===== config.mk =====
export PLATFORM = sky130hd
export DESIGN_NAME = float_aligner
export DESIGN_NICKNAME = d
export VERILOG_FILES = /design/src/rtl/float_aligner.sv
export SDC_FILE = /design/constraint.sdc
export NUM_CORES = 1
export LEC_CHECK = 0
export ABC_AREA = 1
export CAP_MARGIN = 20
export CORE_MARGIN = 2
export CORE_UTILIZATION = 35
export CTS_BUF_LIST = sky130_fd_sc_hd__clkbuf_4
export DETAILED_ROUTE_END_ITERATION = 7
export HOLD_SLACK_MARGIN = 0.12
export PLACE_DENSITY = 0.6
export SYNTH_ARGS = -nofsm -noshare
export SYNTH_HDL_FRONTEND = slang
export SYNTH_SLANG_ARGS = --single-unit

===== constraint.sdc =====
create_clock -name clk -period 3.3 [get_ports clk]
set_clock_uncertainty 0.05 [all_clocks]
set_input_delay 0.825 -clock clk [delete_from_list [all_inputs] [get_ports clk]]
set_output_delay 0.825 -clock clk [all_outputs]
set_load 0.01 [all_outputs]

===== src/rtl/float_aligner.sv =====
// Pre-add operand alignment for the binary32 adder.
// Orders two operands by magnitude and right-shifts the smaller 27-bit
// fraction {hidden, mant, G, R, S} until its exponent matches the larger one.
// The shift runs iteratively, STEP bits per cycle, and bit0 accumulates sticky.
//
// Handshake: a transfer happens on a rising edge where valid && ready.
// in_ready is high only in IDLE; out_valid is high only in DONE. While
// out_valid is high and out_ready is low, every output is held stable.
// There is no bypass: a new operand pair is never accepted on the same
// edge that completes the output handshake.
module float_aligner #(
    parameter int STEP = 1
) (
    input  logic        clk,
    input  logic        rst_n,
    input  logic        in_valid,
    output logic        in_ready,
    input  logic [31:0] opA,
    input  logic [31:0] opB,
    output logic        out_valid,
    input  logic        out_ready,
    output logic [26:0] bigFract,
    output logic [26:0] smallFract,
    output logic [7:0]  expAligned,
    output logic        bigSign,
    output logic        diferenSigns,
    output logic        special,
    output logic [1:0]  stateDbg
);
    localparam int FRACT_W = 27;

    localparam logic [1:0] IDLE  = 2'd0;
    localparam logic [1:0] CMP   = 2'd1;
    localparam logic [1:0] SHIFT = 2'd2;
    localparam logic [1:0] DONE  = 2'd3;

    localparam logic [7:0] STEP_SZ = 8'(STEP);
    localparam logic [7:0] FULL_SHIFT = 8'(FRACT_W);

    logic [1:0]         state;
    logic [31:0]        latA;
    logic [31:0]        latB;
    logic [7:0]         cnt;

    logic [7:0]         effExpA, effExpB;
    logic [FRACT_W-1:0] fractA, fractB;
    logic               aBig;
    logic [7:0]         bigEff, smallEff;
    logic [FRACT_W-1:0] bigF, smallF;
    logic [7:0]         shiftAmt;
    logic [FRACT_W-1:0] lostMask;
    logic [FRACT_W-1:0] shiftedSmall;

    assign in_ready  = (state == IDLE);
    assign out_valid = (state == DONE);
    assign stateDbg  = state;

    // Unpack latched operands, pick the larger magnitude, and form one shift step.
    always_comb begin
        effExpA      = (latA[30:23] == 8'h00) ? 8'h01 : latA[30:23];
        effExpB      = (latB[30:23] == 8'h00) ? 8'h01 : latB[30:23];
        fractA       = {(latA[30:23] != 8'h00), latA[22:0], 3'b000};
        fractB       = {(latB[30:23] != 8'h00), latB[22:0], 3'b000};
        // Equal magnitude keeps A as the big operand.
        aBig         = ({effExpA, fractA} >= {effExpB, fractB});
        bigEff       = aBig ? effExpA : effExpB;
        smallEff     = aBig ? effExpB : effExpA;
        bigF         = aBig ? fractA : fractB;
        smallF       = aBig ? fractB : fractA;
        shiftAmt     = (cnt < STEP_SZ) ? cnt : STEP_SZ;
        lostMask     = ~({FRACT_W{1'b1}} << shiftAmt);
        shiftedSmall = (smallFract >> shiftAmt)
                     | {{(FRACT_W-1){1'b0}}, |(smallFract & lostMask)};
    end

    // FSM plus all datapath registers; reset aborts any operation in flight.
    always_ff @(posedge clk or negedge rst_n) begin
        if (!rst_n) begin
            state        <= IDLE;
            latA         <= '0;
            latB         <= '0;
            cnt          <= '0;
            bigFract     <= '0;
            smallFract   <= '0;
            expAligned   <= '0;
            bigSign      <= 1'b0;
            diferenSigns <= 1'b0;
            special      <= 1'b0;
        end else begin
            case (state)
                IDLE: begin
                    if (in_valid) begin
                        latA  <= opA;
                        latB  <= opB;
                        state <= CMP;
                    end
                end
                CMP: begin
                    bigFract     <= bigF;
                    smallFract   <= smallF;
                    expAligned   <= (bigF == '0) ? 8'h00 : bigEff;
                    bigSign      <= aBig ? latA[31] : latB[31];
                    diferenSigns <= latA[31] ^ latB[31];
                    special      <= (latA[30:23] == 8'hFF) || (latB[30:23] == 8'hFF);
                    cnt          <= bigEff - smallEff;
                    state        <= (bigEff == smallEff) ? DONE : SHIFT;
                end
                SHIFT: begin
                    if (cnt >= FULL_SHIFT) begin
                        // Everything falls off the end: only sticky survives.
                        smallFract <= {{(FRACT_W-1){1'b0}}, |smallFract};
                        cnt        <= '0;
                        state      <= DONE;
                    end else begin
                        smallFract <= shiftedSmall;
                        cnt        <= cnt - shiftAmt;
                        if (cnt == shiftAmt) begin
                            state <= DONE;
                        end
                    end
                end
                default: begin
                    if (out_ready) begin
                        state <= IDLE;
                    end
                end
            endcase
        end
    end
endmodule


==> results by group, run 1 <==
Run status
  – Outcome: finished clean

Die
  – Initial core utilization: 35.4%
  – Core Rows: 54
  – # IOs: 137
  – Full die area: 23200 sq um
  – Die Y: 152 um
  – Die width: 152 um
  – Core ar.: 21700 sq um

CTS
  – Clock Tree Root: clkbuf_4
  – Clock transition at path regs: 120 ps
  – Clk buf depth: 2
  – Num CTS Buffers: 17
  – Worst-skew pair later-pin latency: 570 ps
  – CTS HTree Levels: 4
  – TritonCTS clock tree: built
  – CTS Sinks: 136

Place
  – I/O Buffers: 133
  – Placer Congestion: 0.868
  – Dpl hpwl: 17000 um
  – Inst Count DP: 1376

Power and ir drop
  – Worst VDD drop: 0.384 mV
  – Logic pwr share: 63.8%
  – Psw: 5.94 mW
  – Net switching share of the total power: 49.5%
  – Total Power: 12.0 mW
  – Register share of total power: 27.0%
  – Pint: 6.07 mW
  – P_leak: 4.68 nW
  – PD cells: 1210 nW/um^2
  – Clock group share of total power: 9.3%

Final layout
  – Area Growth Syn to Fin: 28.9%
  – Final design utilization: 45.7%
  – Fin cells: 1432
  – Layout cells sized above 1: 10.3%
  – NumNets Final: 1245

Synth
  – Synth cell types: 41
  – Post-synthesis sequential area ratio: 44.3%
  – Avg Cell Area, Syn: 7.74 sq um
  – EDFF count, synth: 0
  – Synth area leader: dfrtp_1
  – Yosys reg bits: 136
  – Area of the mapped netlist: 7680 sq um
  – Warnings from Yosys: 0
  – Synth top area cells: dfrtp_1 44%, nand2_1 8.7%, a21oi_1 7.4%
  – Gate Count Post-Synth: 993
  – Main flop type after synthesis: dfrtp_1
  – Ys async rst share: 100%
  – Share of the synthesized area in the top cell type: 44.3%

Critical path
  – Max FO, Critical Path: 7
  – Worst setup path category: flop to flop
  – R2R cell count: 20
  – Endpoint class of the critical path: flop
  – Worst Path Required: 3730 ps
  – Setup crit start kind: flop
  – Critical path arrival: 3550 ps

STA
  – Tightest Pin Transition: 630 ps
  – Final setup violating endpoints: 0
  – Minimum clock period: 3120 ps
  – Post-Route Setup TNS: 0 ps
  – Hold Fails Final Rpt: 0
  – Period utilization: 94.5%
  – Hold Slack: 185 ps
  – Fmax: 0.321 GHz
  – Max-slew violation count: 0
  – Relative slew slack: 57.9%

Global route
  – Initial antenna violation count: 1
  – Vias in the first global route: 6689
  – Congestion Overflow GR: 0
  – Gr usage total: 19.6%
  – Global-route wire length before repair: 36200 um
  – Largest net degree at the start of global routing: 67

Routing
  – DRC Markers: 0
  – WL final: 23000 um
  – First-pass DRT Iterations: 5
  – DR vias/cell: 5.05
  – WL per Instance: 16.0 um
  – Via count: 7229
  – First DRT Iteration DRCs: 493
  – DRT antenna net count: 0

Run
  – Max-cap check violation count: 0

Min path
  – Worst Hold Class: input port to async pin
-- power by group through the flow --
stage	combinational (mW)	sequential [mW]	clock, mW
final	7.65	3.24	1.11
after global routing	8.55	3.35	1.21
after CTS	7.24	3.24	1.14
after detailed placement	7.20	3.27	0
after global placement	7.11	3.28	0
after floorplan	4.63	3.23	0
-- area by class of cell --
cell class	count	area, sq um
fillers	2191	11800
flip-flops and latches	136	3400
repair buffers	181	1750
clock buffers	19	143
inverters	105	394
clock inverters	13	129
well taps	280	350
diodes	1	2.50
multi-input cells	697	3720
-- state kept, by name, summed over array words and instances, names as in the netlist --
register	count
bigFract	24
bigSign	1
cnt	8
diferenSigns	1
expAligned	8
latA	32
latB	32
smallFract	27
special	1
stateDbg	2
-- cell usage in the layout (no fill, tap or decap), types with 3 or more instances in the layout --
| cell | count |
|---|---|
| nand2_1 | 174 |
| nand4_1 | 14 |
| buf_12 | 4 |
| o21ai_0 | 74 |
| a31oi_1 | 24 |
| clkinv_1 | 4 |
| nor4_1 | 10 |
| nand3_1 | 27 |
| conb_1 | 3 |
| clkbuf_4 | 19 |
| ha_1 | 36 |
| a21oi_1 | 113 |
| mux2_2 | 8 |
| nor3_1 | 3 |
| nor2_1 | 128 |
| dfrtp_1 | 136 |
| o211ai_1 | 8 |
| nand2_2 | 5 |
| buf_4 | 42 |
| nand2_4 | 3 |
| clkdlybuf4s50_1 | 132 |
| o21ai_1 | 37 |
| clkinv_2 | 3 |
| inv_1 | 97 |
| inv_2 | 7 |
-- repair_timing --
| item | 4_1_cts | 5_1_grt |
|---|---|---|
| hold buffers | 0 | 0 |
| gates resized for setup | 0 | 22 |
| buffers inserted | 0 | 21 |
| setup endpoints to repair | 0 | 15 |
-- layer usage --
| metal | part of all wire (%) | up-vias | track usage, % |
|---|---|---|---|
| li1 | - | 3600 | - |
| met1 | 50 | 3409 | 30.3 |
| met2 | 43 | 195 | 27.6 |
| met3 | 5.3 | 25 | 3.58 |
| met4 | 1.6 | 0 | 6.05 |
| met5 | 0 | - | 0 |
-- critical path, stage by stage (launching register included) --
cell	delay, ps
dfrtp_1	440
inv_2	90
nand4_1	100
nor3_2	210
nand3_2	130
ha_4	300
nand2_1	70
nor2_2	130
nand4_1	170
nor2_4	200
nand2_8	100
nand3b_1	150
nand3_2	110
ha_1	180
inv_1	80
nand2_1	90
nand2_1	80
nand3_1	80
nand2_1	60
nand3_1	70
a21oi_1	140
-- through the flow --
step / area [sq um] / setup slack [ps]
global placement: 9360 / 273
global route: 9900 / -49.3
floorplan: 7690 / 518
detailed placement: 9360 / 138
finish: 9900 / 182
CTS: 9640 / 117
-- cell usage after synthesis, types with 3 or more instances --
master    count
nor3_1        4
buf_4         5
a31oi_1      24
ha_1         39
inv_2         3
o21ai_0      76
clkbuf_1     44
nand3_1      29
inv_1       101
buf_2         5
nand2_1     178
nor2_1      130
dfrtp_1     136
o211ai_1      8
a21oi_1     114
mux2_2        8
nand4_1      14
o21ai_1      35
nor4_1       10
-- logic make-up (layout without fill, tap and decap cells) --
group	after synthesis	count (layout)	synth area share (%)
and+or+nand+nor	374	376	20.5
AOI/OAI and AO/OA	270	270	18.8
buffers and inverters	164	318	8.68
DFF	136	136	44.3
adders and majority gates	39	39	6.35
muxes	8	8	1.17
other	1	4	0.0488
xor gates and xnor gates	1	1	0.114
-- worst paths after layout --
kind / start / to / slack, ps
max in group asynchronous: rst_n / latA[13] / 2280
min in group clk: bigFract[20] / bigFract[20] / 450
hold / removal: rst_n / latB[4] / 190
setup / recovery: latA[26] / cnt[6] / 180
setup reg to reg: latA[26] / cnt[6] / 180
hold reg to reg: bigFract[20] / bigFract[20] / 450
No activity file was read; power rests on OpenSTA's default activity.
==> run 2: changes to the inputs <==
CTS_BUF_LIST = sky130_fd_sc_hd__clkbuf_16   (was sky130_fd_sc_hd__clkbuf_4)
CTS_CLUSTER_SIZE = 12   (was not set)
clock period = 3.8 ns   (was 3.3 ns; I/O delays follow)
==> run 2 against run 1 <==
Effect of this change: clock power is 55% higher; clock-buffer cell count fell by 2; critical path depth decreased by 2; global-route usage up 0.39 points; routed wire length rose by 0.29%; register-to-register slack improved by 280 ps; worst setup slack improved by 280 ps; sequential power shrank 13%; critical endpoint is now expAligned[0].
==> results by group, run 2 (same netlist as run 1, synthesis figures left out) <==
Critical path
  – Endpoint class of the critical path: flop
  – Max FO, Critical Path: 30 (+23)
  – Critical path arrival: 3650 ps (+100 ps)
  – CP top delay family: simple AND/OR/NAND/NOR gates
  – Crit-path cells: inv_1 -> nand4_1 -> nor3_1 -> nand3_1 -> ha_1 -> a21oi_1 -> o21a_1 -> nand2_1 -> a21oi_4 -> nand2_8 -> buf_4 -> o21ai_0 -> nor2_1 -> nand3_1 -> nor2_1 -> nand3_1 -> nand3_1 -> nand2_1
  – R2R cell count: 18 (-10%)
  – Crit path largest cell delay: 410 ps (-30 ps)
  – WP buf/inv: 2 (unchanged)
  – Critical-path top delay cell: dfrtp_1
  – Worst setup path category: flop to flop
  – Cell mode on critical path: nand3_1
  – Worst path depth: 18 (-10%)
  – Worst Path Required: 4110 ps (+380 ps)
  – Setup crit start kind: flop

Global route
  – Vias in the first global route: 6714 (+0.37%)
  – Gr usage total: 20.0% (+0.39 points)
  – Congestion Overflow GR: 0 (unchanged)
  – Met2 Usage GRT: 29.1% (+1.5 points)
  – Largest net degree at the start of global routing: 76 (+13%)
  – GR Util met3: 3.44% (-0.14 points)
  – Met1 usage: 30.8% (+0.42 points)
  – Initial antenna violation count: 0 (-1)
  – Gr busiest metal: met1
  – Global-route wire length before repair: 36900 um (+2.0%)

Final layout
  – Fill cell count: 2116 (-3.4%)
  – Commonest non-fill, non-tap cell in the layout: nand2_1
  – Top flop regs: latA x32, latB x32, smallFract x27
  – Multi-input gate area: 3640 sq um (-2.2%)
  – N_diodes: 0 (-1)
  – Most frequent cells in the layout: 177 x nand2_1, 136 x dfrtp_1, 132 x clkdlybuf4s50_1
  – Final design utilization: 45.6% (-0.098 points)
  – NumNets Final: 1213 (-2.6%)
  – Layout cells sized above 1: 6.61% (-3.6 points)
  – Storage cell area: 3400 sq um (unchanged)
  – Fin cells: 1399 (-2.3%)
  – Area Growth Syn to Fin: 28.6%

Place
  – Inst Count DP: 1365 (-0.80%)
  – Dpl hpwl: 16900 um (-0.16%)
  – Placer Congestion: 0.914 (+5.4%)
  – I/O Buffers: 133 (unchanged)

Routing
  – DR vias/cell: 5.08 (+0.67%)
  – Via count: 7110 (-1.6%)
  – DRT antenna net count: 0 (unchanged)
  – DRC Markers: 0 (unchanged)
  – First-pass DRT Iterations: 5 (unchanged)
  – First DRT Iteration DRCs: 582 (+18%)
  – WL final: 23000 um (+0.29%)
  – WL per Instance: 16.5 um (+2.7%)

Die
  – Core ar.: 21700 sq um (unchanged)
  – Full die area: 23200 sq um (unchanged)
  – Core Rows: 54 (unchanged)
  – Initial core utilization: 35.4% (unchanged)
  – Die Y: 152 um (unchanged)
  – # IOs: 137 (unchanged)
  – Die width: 152 um (unchanged)

STA
  – Max-slew violation count: 0 (unchanged)
  – Minimum clock period: 3330 ps (+216 ps)
  – Fmax: 0.300 GHz (-6.5%)
  – Final setup violating endpoints: 0 (unchanged)
  – Tightest Pin Transition: 731 ps (+101 ps)
  – Period utilization: 87.7% (-6.7 points)
  – RSZ-0062 raised after global routing: no
  – Relative slew slack: 51.3% (-6.7 points)
  – Hold Fails Final Rpt: 0 (unchanged)
  – Post-Route Setup TNS: 0 ps (unchanged)

Power and ir drop
  – Register share of total power: 26.2% (-0.8 points)
  – Pint: 5.54 mW (-8.7%)
  – Logic pwr share: 57.9% (-5.9 points)
  – Net switching share of the total power: 48.5% (-0.96 points)
  – PD cells: 1090 nW/um^2 (-10%)
  – P_leak: 4.66 nW (-0.33%)
  – Clock group share of total power: 16.0% (+6.7 points)
  – Worst VDD drop: 0.393 mV (+2.3%)
  – Psw: 5.22 mW (-12%)

CTS
  – Worst-skew pair later-pin latency: 430 ps (-140 ps)
  – TritonCTS clock tree: built
  – CTS HTree Levels: 4 (unchanged)
  – Post-CTS Hold Buffers: 0 (unchanged)
  – CTS Sinks: 136 (unchanged)
  – Clock transition at path regs: 70 ps (-50 ps)
  – Clk buf depth: 2 (unchanged)
  – Clock Tree Root: clkbuf_16
  – Num CTS Buffers: 17 (unchanged)

Run status
  – Outcome: finished clean

Min path
  – Worst Hold Class: flop to flop
  – Hold Path Depth: 2

Run
  – Max-cap check violation count: 0 (unchanged)
## run 2: cell types whose count changed in the layout (fill, tap and decap cells not counted), moves of 3 or more
cell	change
clkbuf_16	+17
clkinv_1	-3
inv_2	-4
inv_6	+6
buf_4	-27
nand2_2	-3
nand2_1	+3
clkbuf_4	-19
inv_1	+4
clkinv_2	-3
## run 2: final cells by class
| class | count | share of cell area (%) |
|---|---|---|
| Multi-Input combinational cell | 696 | 36.9 |
| Sequential cell | 136 | 34.4 |
| Timing Repair Buffer | 150 | 15.0 |
| Clock buffer | 17 | 4.31 |
| Inverter | 105 | 3.99 |
| Tap cell | 280 | 3.55 |
| Clock inverter | 15 | 1.81 |
## run 2: worst min-delay path, stage by stage, from the launching register on
cell,delay [ps]
dfrtp_1,340
nand2_1,50
nand2_1,60
## run 2: what timing repair did
action	4_1_cts	5_1_grt
buffers inserted	0	1
resized for setup	0	1
setup endpoints to repair	0	3
## run 2: per-layer routing
metal / wire, um / up-vias / part of all wire (%)
li1: - / 3533 / -
met1: 11400 / 3319 / 49
met2: 9790 / 236 / 43
met3: 1550 / 22 / 6.7
met4: 304 / 0 / 1.3
met5: 0 / - / 0
## run 2: path summary, 6_finish.rpt
path | to | from | slack [ps]
hold reg to reg | bigFract[12] | bigFract[12] | 430
min in group asynchronous | bigFract[12] | rst_n | 500
max in group asynchronous | diferenSigns | rst_n | 2440
hold / removal | bigFract[12] | bigFract[12] | 430
setup / recovery | expAligned[0] | latA[26] | 470
setup reg to reg | expAligned[0] | latA[26] | 470
## run 2: power by group through the flow
stage | logic [mW] | clock network (mW) | registers [mW]
2_1_floorplan | 4.02 | 0 | 2.80
3_3_place_gp | 6.07 | 0 | 2.83
3_5_place_dp | 6.12 | 0 | 2.83
4_1_cts | 6.16 | 1.75 | 2.81
5_1_grt | 7.00 | 1.82 | 2.91
6_report | 6.22 | 1.72 | 2.82
## run 2: per-stage QoR
stage	power, mW	area, sq um	worst slack [ps]	hold slack (ps)
global placement	8.89	9260	424	420
finish	10.8	9880	466	430
detailed placement	8.94	9260	355	415
global route	11.7	9880	85.3	474
CTS	10.7	9860	331	434
floorplan	6.83	7690	1020	401
==> run 3: changes to the inputs <==
clock period = 3.9 ns   (was 3.8 ns; I/O delays follow)
==> run 3 against run 2 <==
Effect of this change: clock power grew 2%; combinational power is 3% lower; design area up 0.10%; sequential power down 3%; sequential cell count did not move; sequential share of layout area is essentially flat; via count down 0.51%; global-route usage up 0.13 points; clock-buffer cell count unchanged; routed wire length down 1.8%; hold slack gained 11 ps; critical endpoint is now cnt[5].
==> results by group, run 3 (same netlist as run 1, synthesis figures left out) <==
Run status
  – Outcome: finished clean

CTS
  – Clock Tree Root: clkbuf_16
  – Clock transition at path regs: 60 ps (about the same)
  – TritonCTS clock tree: built
  – CTS HTree Levels: 4 (unchanged)
  – Setup Buffers After CTS: 0 (unchanged)
  – Clk buf depth: 2 (unchanged)
  – Number of gates resized after cts: 0 (unchanged)
  – Worst-skew pair later-pin latency: 420 ps (about the same)
  – Post-CTS Hold Buffers: 0 (unchanged)
  – Num CTS Buffers: 17 (unchanged)
  – CTS Sinks: 136 (unchanged)

Routing
  – First DRT Iteration DRCs: 483 (-17%)
  – Via count: 7074 (-0.51%)
  – WL final: 22600 um (-1.8%)
  – DRT antenna net count: 0 (unchanged)
  – First-pass DRT Iterations: 5 (unchanged)
  – WL per Instance: 16.2 um (-1.6%)
  – DRC Markers: 0 (unchanged)
  – DR vias/cell: 5.06 (-0.36%)

Die
  – # IOs: 137 (unchanged)
  – Full die area: 23200 sq um (unchanged)
  – Core Rows: 54 (unchanged)
  – Initial core utilization: 35.4% (unchanged)
  – Die width: 152 um (unchanged)
  – Core ar.: 21700 sq um (unchanged)
  – Die Y: 152 um (unchanged)

Final layout
  – Most frequent cells in the layout: 177 x nand2_1, 136 x dfrtp_1, 132 x clkdlybuf4s50_1
  – Top flop regs: latA x32, latB x32, smallFract x27
  – Layout cells sized above 1: 6.09% (-0.53 points)
  – Commonest non-fill, non-tap cell in the layout: nand2_1
  – Area Growth Syn to Fin: 28.7%
  – NumNets Final: 1211 (-0.16%)
  – Fill cell count: 2144 (+1.3%)
  – N_diodes: 0 (unchanged)
  – Fin cells: 1397 (-0.14%)

Run
  – Max-cap check violation count: 0 (unchanged)

Critical path
  – Setup crit start kind: flop
  – Max FO, Critical Path: 61 (+100%)
  – Worst setup path category: flop to flop
  – Crit-path cells: inv_1 -> nand4_1 -> nor3_1 -> nand3_1 -> ha_1 -> a21oi_1 -> o21a_1 -> nand2_1 -> a21oi_4 -> nand2_8 -> buf_4 -> nand2_1 -> nand2_1 -> nand2_1 -> nand3_1 -> a21oi_1 -> nand2_1 -> nand3_1 -> nand2_1
  – Crit path largest cell delay: 420 ps (about the same)
  – Cell mode on critical path: nand2_1
  – Worst Path Required: 4160 ps (+50 ps)
  – Critical path arrival: 3680 ps (+30 ps)
  – Endpoint class of the critical path: flop
  – Critical-path top delay cell: dfrtp_1

Global route
  – Vias in the first global route: 6905 (+2.8%)
  – Global-route wire length before repair: 37100 um (+0.41%)
  – Largest net degree at the start of global routing: 63 (-17%)
  – Initial antenna violation count: 0 (unchanged)
  – Congestion Overflow GR: 0 (unchanged)
  – Gr usage total: 20.1% (+0.13 points)

Min path
  – Worst Hold Class: flop to flop

STA
  – Post-Route Setup TNS: 0 ps (unchanged)
  – RSZ-0062 raised after global routing: no
  – Minimum clock period: 3420 ps (+84.7 ps)
  – Relative slew slack: 53.8% (+2.5 points)
  – Tightest Pin Transition: 693 ps (-38.5 ps)
  – Period utilization: 87.7% (about the same)
  – Hold Slack: 442 ps (+11.4 ps)
  – Max-slew violation count: 0 (unchanged)
  – Fmax: 0.293 GHz (-2.5%)
  – Final setup violating endpoints: 0 (unchanged)
  – Hold Fails Final Rpt: 0 (unchanged)

Place
  – Placer Congestion: 0.850 (-7.0%)
  – I/O Buffers: 133 (unchanged)
  – Dpl hpwl: 16600 um (-1.7%)
  – Inst Count DP: 1365 (unchanged)

Power and ir drop
  – P_leak: 4.67 nW (about the same)
  – Total Power: 10.5 mW (-2.2%)
  – PD cells: 1060 nW/um^2 (-2.3%)
  – Worst VDD drop: 0.419 mV (+6.8%)
## run 3: path summary, 6_finish.rpt
check	from	endpoint	slack, ps	cells past startpoint
worst max-delay path	latA[24]	cnt[5]	480	19
worst min-delay path	bigFract[16]	bigFract[16]	440	2
worst max register to register	latA[24]	cnt[5]	480	19
worst min register to register	bigFract[16]	bigFract[16]	440	2
max in group asynchronous	rst_n	cnt[7]	2440	2
min in group asynchronous	rst_n	bigFract[13]	450	1
## run 3: worst max-delay path, delay by kind of cell (launching register included)
family / cells / cell delay [ps]
AND/OR/NAND/NOR: 12 / 1320
AO/OA/AOI/OAI: 4 / 790
adder cells (fa/ha/maj): 1 / 330
flip-flops: 1 / 420
buffers and inverters: 2 / 400
## run 3: final cells by class
type / count / area [sq um] / area share, %
Multi-Input combinational cell: 695 / 3630 / 36.7
Sequential cell: 136 / 3400 / 34.4
Timing Repair Buffer: 149 / 1480 / 14.9
Clock buffer: 17 / 425 / 4.30
Inverter: 105 / 394 / 3.99
Tap cell: 280 / 350 / 3.54
Clock inverter: 15 / 208 / 2.10
## run 3: report_power, final
part           switching (mW)  leakage, nW  total [mW]  internal [mW]
Combinational            3.75         2.82        6.02           2.27
Sequential              0.591         1.54        2.74           2.15
Clock                   0.637        0.311        1.76           1.13
Total                    4.98         4.67        10.5           5.55
## run 3: routing by layer
| metal | GRT usage, % | vias to the layer above | share of wire, % |
|---|---|---|---|
| met2 | 29.1 | 203 | 43 |
| met1 | 29.8 | 3336 | 49 |
| met4 | 6.63 | 0 | 1.9 |
| met5 | 0 | - | 0 |
| li1 | - | 3513 | - |
| met3 | 4.58 | 22 | 6.2 |
## run 3: metrics by stage
step                worst slack [ps]  area [sq um]  utilization, %
detailed placement               506          9260            42.7
CTS                              474          9890            45.6
floorplan                       1120          7690               -
finish                           481          9890            45.6
global route                    85.4          9890            45.6
global placement                 550          9260            42.7
